File: config.mk
export PLATFORM = sky130hd
export DESIGN_NAME = mem_arbiter
export DESIGN_NICKNAME = d
export VERILOG_FILES = /design/src/rtl/mem_arbiter.sv
export SDC_FILE = /design/constraint.sdc
export NUM_CORES = 1
export LEC_CHECK = 0
export BUFFER_PORTS_ARGS = -buffer_cell sky130_fd_sc_hd__buf_2
export CAP_MARGIN = 20
export CELL_PAD_IN_SITES_DETAIL_PLACEMENT = 1
export CELL_PAD_IN_SITES_GLOBAL_PLACEMENT = 2
export CORE_ASPECT_RATIO = 0.9
export CORE_MARGIN = 4
export CORE_UTILIZATION = 31
export DETAILED_ROUTE_END_ITERATION = 10
export PLACE_DENSITY_LB_ADDON = 0.05
export SYNTH_ARGS = -nofsm -noshare
export SYNTH_HDL_FRONTEND = slang
export SYNTH_SLANG_ARGS = --single-unit
File: constraint.sdc
create_clock -name CLK -period 2.75 [get_ports CLK]
set_input_delay 0.4125 -clock CLK [delete_from_list [all_inputs] [get_ports CLK]]
set_output_delay 0.4125 -clock CLK [all_outputs]
set_load 0.02 [all_outputs]
File: src/rtl/mem_arbiter.sv
// rtl/mem_arbiter.sv - arbitrates fetch and data requests onto one single-ported RAM
// Data accesses win over fetches; a watchdog aborts accesses the RAM never completes.
module mem_arbiter #(
  parameter int          TIMEOUT = 255,
  parameter logic [31:0] ERRWORD = 32'hBAD1BAD1
) (
  input  logic        CLK,
  input  logic        nRST,
  input  logic        imemREN,
  input  logic [31:0] imemaddr,
  input  logic        dmemREN,
  input  logic        dmemWEN,
  input  logic [31:0] dmemaddr,
  input  logic [31:0] dmemstore,
  output logic        ihit,
  output logic [31:0] imemload,
  output logic        dhit,
  output logic [31:0] dmemload,
  output logic        memerr,
  output logic        ramREN,
  output logic        ramWEN,
  output logic [31:0] ramaddr,
  output logic [31:0] ramstore,
  input  logic        ramready,
  input  logic [31:0] ramload
);

  localparam logic [7:0] TMO = 8'(TIMEOUT);

  typedef enum logic [2:0] {IDLE, IACC, DACC, IRESP, DRESP} state_t;

  state_t      state, next_state;
  logic [7:0]  cnt_q;
  logic [31:0] addr_q, store_q, iload_q, dload_q;
  logic        rd_q, wr_q, err_q;
  logic        data_req, in_acc, timeout;

  assign data_req = dmemREN | dmemWEN;
  assign in_acc   = (state == IACC) || (state == DACC);
  assign timeout  = in_acc && (cnt_q == TMO) && !ramready;
  assign imemload = iload_q;
  assign dmemload = dload_q;

  always_comb begin
    next_state = state;
    ramREN     = 1'b0;
    ramWEN     = 1'b0;
    ramaddr    = 32'd0;
    ramstore   = 32'd0;
    ihit       = 1'b0;
    dhit       = 1'b0;
    memerr     = 1'b0;
    case (state)
      IDLE: begin
        if (data_req)     next_state = DACC;
        else if (imemREN) next_state = IACC;
      end
      IACC: begin
        ramREN  = 1'b1;
        ramaddr = addr_q;
        if (ramready || timeout) next_state = IRESP;
      end
      DACC: begin
        ramREN   = rd_q;
        ramWEN   = wr_q;
        ramaddr  = addr_q;
        ramstore = store_q;
        if (ramready || timeout) next_state = DRESP;
      end
      IRESP: begin
        ihit       = 1'b1;
        memerr     = err_q;
        next_state = IDLE;
      end
      DRESP: begin
        dhit       = 1'b1;
        memerr     = err_q;
        next_state = IDLE;
      end
      default: next_state = IDLE;
    endcase
  end

  always_ff @(posedge CLK or negedge nRST) begin
    if (!nRST) begin
      state   <= IDLE;
      cnt_q   <= 8'd0;
      addr_q  <= 32'd0;
      store_q <= 32'd0;
      rd_q    <= 1'b0;
      wr_q    <= 1'b0;
      err_q   <= 1'b0;
      iload_q <= 32'd0;
      dload_q <= 32'd0;
    end else begin
      state <= next_state;
      if (state == IDLE) begin
        cnt_q <= 8'd0;
        err_q <= 1'b0;
        // A simultaneous read and write request is served as a write.
        if (data_req) begin
          addr_q  <= dmemaddr;
          store_q <= dmemstore;
          wr_q    <= dmemWEN;
          rd_q    <= dmemREN & ~dmemWEN;
        end else if (imemREN) begin
          addr_q  <= imemaddr;
          store_q <= 32'd0;
          wr_q    <= 1'b0;
          rd_q    <= 1'b1;
        end
      end else if (in_acc) begin
        if (ramready) begin
          if (state == IACC) iload_q <= ramload;
          else if (rd_q)     dload_q <= ramload;
        end else if (timeout) begin
          err_q <= 1'b1;
          if (state == IACC) iload_q <= ERRWORD;
          else if (rd_q)     dload_q <= ERRWORD;
        end else begin
          cnt_q <= cnt_q + 8'd1;
        end
      end
    end
  end

endmodule

# After elaboration in Yosys (flattened, before gate mapping)
# Index checks and enable logic that the tools add are counted.
word_totals:
  regBits: 142
  latchBits: 0
  mem_bits_rw: 0
  romBits: 0
  out_inout_bits: 133
  wordCells: 81
  mem_count: 0
classes:
  n_addsub: 1
  mul: 0
  div: 0
  order_cmp: 0
  n_eq_ne: 10
  shifts: 0
  mux: 38
  n_bitwise: 5
  n_reduce_logical: 18
op_table:
  columns: ["op", "n"]
  rows:
  - ["32-bit two-way mux", 16]
  - ["8-bit two-way mux", 4]
  - ["1-bit two-way mux", 12]
  - ["3-bit two-way mux", 4]
  - ["3-bit one-hot mux with 3 select lines", 1]
  - ["3-bit AND reduction", 3]
  - ["8-bit by 1-bit adder with 8-bit output, second input constant", 1]
  - ["8-bit equality test, second input constant", 1]
  - ["2-bit by 1-bit != test with 1-bit output, second input constant", 4]
  - ["2-bit nonzero test", 4]
  - ["3-bit by 2-bit equality test with 1-bit output, second input constant", 2]
  - ["5-bit AND reduction", 1]
  - ["4-bit AND reduction", 1]
  - ["2-bit OR reduction", 2]
  - ["3-bit by 1-bit equality test with 1-bit output, second input constant", 1]
  - ["3-bit equality test, second input constant", 1]
  - ["3-bit zero test", 1]
  - ["3-bit != test, second input constant", 1]
  - ["1-bit NOT", 3]
  - ["1-bit logical AND", 2]
  - ["1-bit logical OR", 2]
  - ["1-bit one-hot mux with 2 select lines", 1]
  - ["2-bit AND reduction", 1]
  - ["1-bit AND", 1]
  - ["2 further kinds", 2]

# Logic depth before layout (Yosys ltp)
logic_depth:
  word_depth: 8
  mapped_depth: 7
  mapped_depth_nobuf: 5

# Worst setup path before layout
# OpenSTA, ideal clock, no wires.
synth_timing:
  kind: "register to output"
  startpoint: "register state[2]"
  endpoint: "output port memerr"
  arrival_ns: 1.449
  path_slack_ns: 0.888
  stages_incl_launch_ff: 4
  n_path_buf: 1
  cell_sequence: "dfrtp_1 > buf_2 > nor3b_1 > o21a_1"
synth_via:
  elab_chain_cells: 3
  word_cells_on_any_way: 4
synth_rtl:
  columns: ["item", "line", "rtl"]
  rows:
  - ["start: declaration", "32", "state_t state, next_state;"]
  - ["start signal: assignment", "96", "state <= next_state;"]
  - ["3-bit equality test / 3-bit by 2-bit equality test with 1-bit output (equally long branches)", "53", "case (state)"]
  - ["2-bit OR reduction (no line) *", null, null]
  - ["1-bit two-way mux *", "53", null]
  - ["end: declaration", "19", "output logic memerr,"]
# Every way passes the cells marked *; elsewhere a longest branch is shown, timed or not.

# Worst setup path after layout
layout_timing:
  startpoint: "register state[0]"
  endpoint: "output port ramaddr[12]"
layout_via:
  elab_chain_cells: 3
  word_cells_on_any_way: 4
layout_rtl:
  columns: ["item", "line", "rtl"]
  rows:
  - ["3-bit by 1-bit equality test with 1-bit output / 3-bit by 2-bit equality test with 1-bit output (equally long branches)", "53", null]
  - ["2-bit OR reduction (no line) *", null, null]
  - ["32-bit two-way mux *", "53", null]
  - ["end: declaration", "22", "output logic [31:0] ramaddr,"]
# Marked as above.

==> impl_metrics.csv <==
group,metric,value,unit
worst_setup_path,cp.required,2.34,ns
worst_hold_path,hp-class,"in2async",
die,die_h,141,um
timing,tightest_slew,0.761,ns
pwr,pwr-share-seq,0.351,
logic_synthesis,yosysWarnings,0,
timing,maxSlewHeadroom,0.492,
timing,tns,0,ns
final_layout,layout-area-overhead-vs-synth,36.4,%
die,die_width,156,um
pwr,power_frac_clock,0.225,
final_layout,fin_nets,902,
logic_synthesis,avgSynthCellArea,11.9,um^2
timing,fin_crit_sh,0.876,
route,avgRoutedWirePerCell,18.0,um
grt,track_usage,0.172,
pwr,power_density,1240,nW/um^2
grt,antenna_found_initial,5,
timing,hold_slack,-0.0302,ns
logic_synthesis,synth_cell_types,35,
die,row_count,48,
route,ant_nets,0,
final_layout,post-route-util,0.431,
clock_tree,insertion_delay,0.42,ns
pwr,ir_worst_vdd,481,uV
pwr,p_leak,4.19,nW
grt,grt_max_degree,69,
timing,min_period,2.41,ns
pwr,p_switching,4.17,mW
timing,clock.fmax,0.415,GHz
clock_tree,numCtsBuffers,17,
logic_synthesis,syn-cell-area,6070,um^2
grt,grt_pass1_vias,5458,
die,dieArea,21900,um^2
timing,finalSetupViolations,0,
die,io_pins,267,
route,routed_wl,18500,um
grt,grt_pass1_wl,29900,um
clock_tree,cts_resized,0,
route,drt_iter0_markers,143,
final_layout,drive_gt1_frac,0.413,
worst_setup_path,max_stage_delay,0.59,ns
timing,rsz0062_at_grt,"false",
flow_run,maxCapViolations,0,
die,core,19200,um^2
worst_setup_path,cp_max_fo,32,
pwr,cellInternalPower,6.12,mW
logic_synthesis,synth.net_count,646,
pwr,power.total,10.3,mW
clock_tree,clockBufferDepth,2,
worst_setup_path,critPathSlowestCell,"dfrtp_1",
pwr,combPwrFrac,0.424,
pwr,netSwitchingFraction,0.405,
placement,place.gp.congestion,0.755,
clock_tree,numClockSinks,142,
grt,overflow,0,
timing,skew,0.00602,ns
route,drt-pass1-iter-count,4,
worst_setup_path,start_kind,"flop",
final_layout,final_cell_mix,"buf_2 (265), dfrtp_1 (142), and2_1 (69), a22o_1 (60), nand2_1 (43)",
route,routed_via_density,4.81,
logic_synthesis,yosysSeqAreaShare,0.585,
placement,numPortBuffers,266,
timing,report.final.slew_viol_count,0,
logic_synthesis,synth_seq_cells,142,
placement,dpl.hpwl,13300,um
clock_tree,clk_pin_slew,0.06,ns
clock_tree,htree_levels,4,
route,drc,0,
final_layout,layout_commonest_cell,"buf_2",
clock_tree,cts_setup_buffers,0,
status,violations,"negative hold slack",
clock_tree,hold_buffers,0,
timing,hold_violations,11,
route,via_count,4968,
logic_synthesis,netlist_instances,511,
worst_setup_path,crit_chain,"xnor2_2 > nor2_2 > buf_4 > and2_1 > buf_2",
worst_setup_path,worstPathArrival,2.00,ns
clock_tree,cts_root_buf,"clkbuf_16",
worst_setup_path,critPathKind,"reg2out",
clock_tree,cts_tree,"done",
die,initial_utilization,0.316,
worst_setup_path,worst_setup_path_end_kind,"output port",
status,outcome,"finished, violations left",
[power by group through the flow]
stage | Combinational, mW | Sequential [mW] | Clock (mW)
after floorplan | 2.37 | 4.04 | 0
after global placement | 4.36 | 3.60 | 0
after detailed placement | 4.46 | 3.64 | 0
after CTS | 4.47 | 3.63 | 2.40
after global routing | 4.80 | 3.75 | 2.50
final | 4.36 | 3.62 | 2.32
[stage by stage]
step | instances | instance area (um^2) | setup WS, ns
after global routing | 1032 | 8280 | 0.153
after floorplan | 511 | 6070 | 0.888
final | 1032 | 8280 | 0.342
after global placement | 997 | 7670 | 0.605
after detailed placement | 997 | 7670 | 0.552
after CTS | 1029 | 8270 | 0.274
[flip-flops by register name, summed over array words and instances (netlist names)]
| signal | cells |
|---|---|
| addr_q | 32 |
| imemload | 32 |
| state | 3 |
| dmemload | 32 |
| rd_q | 1 |
| wr_q | 1 |
| err_q | 1 |
| store_q | 32 |
| cnt_q | 8 |
[critical path, delay by kind of cell (launching register included)]
family                    cells  cell delay, ns
and+or+nand+nor               2            0.29
DFF                           1            0.59
buffers and inverters         2            0.47
xor gates and xnor gates      1            0.20
[synthesized netlist by cell type]
cell type  count  area [um^2]
nor2_2         1         6.26
a21oi_1        3         15.0
nor3b_2        1         12.5
nand2_1       43          161
mux2i_1       39          390
nand4b_1       1         8.76
buf_1          1         3.75
nor4b_4        1         23.8
buf_4          6         45.0
ha_1           1         12.5
dfrtp_1      142         3550
o21a_1         3         22.5
or3_1          1         6.26
buf_2         14         70.1
and2_1        69          432
a31oi_1        1         6.26
a31o_2         1         8.76
nor2_1         6         22.5
o22a_1        36          315
and3b_1        1         8.76
or2_2          2         12.5
nor3_2         2         20.0
and3_1         3         18.8
a22o_1        60          526
mux2_2         1         11.3
o21ai_1        3         15.0
nor2b_1        2         12.5
nand3_1        4         20.0
o21ai_0       34          170
nor3_1         2         10.0
nor3b_1        1         7.51
clkbuf_1      19         71.3
inv_1          1         3.75
xnor2_2        1         16.3
nand4_1        5         31.3
[logic make-up (layout without fill, tap and decap cells)]
logic type	after synthesis	in the layout	synth area share
compound gates	141	141	0.178
xor+xnor	1	1	0.00268
fa+ha+maj	1	1	0.00206
buf+inv	41	310	0.0319
flops	142	142	0.585
mux	40	40	0.0662
other cells	0	2	0
simple gates	145	145	0.134
[per-layer routing]
layer  vias to the layer above  global-route usage  routed length [um]
li1                       2349                   -                   -
met1                      2425               0.218                8000
met2                       166               0.277                8740
met3                        22              0.0638                1510
met4                         6              0.0479                 263
met5                         -                   0                  28
[path summary, 6_finish.rpt]
| kind | startpoint | cells past startpoint | slack [ns] | end |
|---|---|---|---|---|
| setup / recovery | state[0]$_DFFE_PN0P_ | 5 | 0.34 | ramaddr[12] |
| max in group asynchronous | nRST | 2 | 2.01 | addr_q[22]$_DFFE_PN0P_ |
| hold reg to reg | addr_q[21]$_DFFE_PN0P_ | 2 | 0.47 | addr_q[21]$_DFFE_PN0P_ |
| setup reg to reg | cnt_q[0]$_DFFE_PN0P_ | 5 | 0.61 | dmemload[9]$_DFFE_PN0P_ |
| hold / removal | nRST | 1 | -0.03 | imemload[13]$_DFFE_PN0P_ |
| min in group CLK | dmemstore[28] | 2 | 0.21 | store_q[28]$_DFFE_PN0P_ |
[final cells by class]
class	instances	area (um^2)
Fill cell	2158	10900
Multi-Input combinational cell	328	2350
Antenna cell	2	5.00
Sequential cell	142	3550
Clock inverter	14	158
Tap cell	250	313
Timing Repair Buffer	277	1460
Clock buffer	18	439
Inverter	1	3.75
No activity file was read; power rests on OpenSTA's default activity.
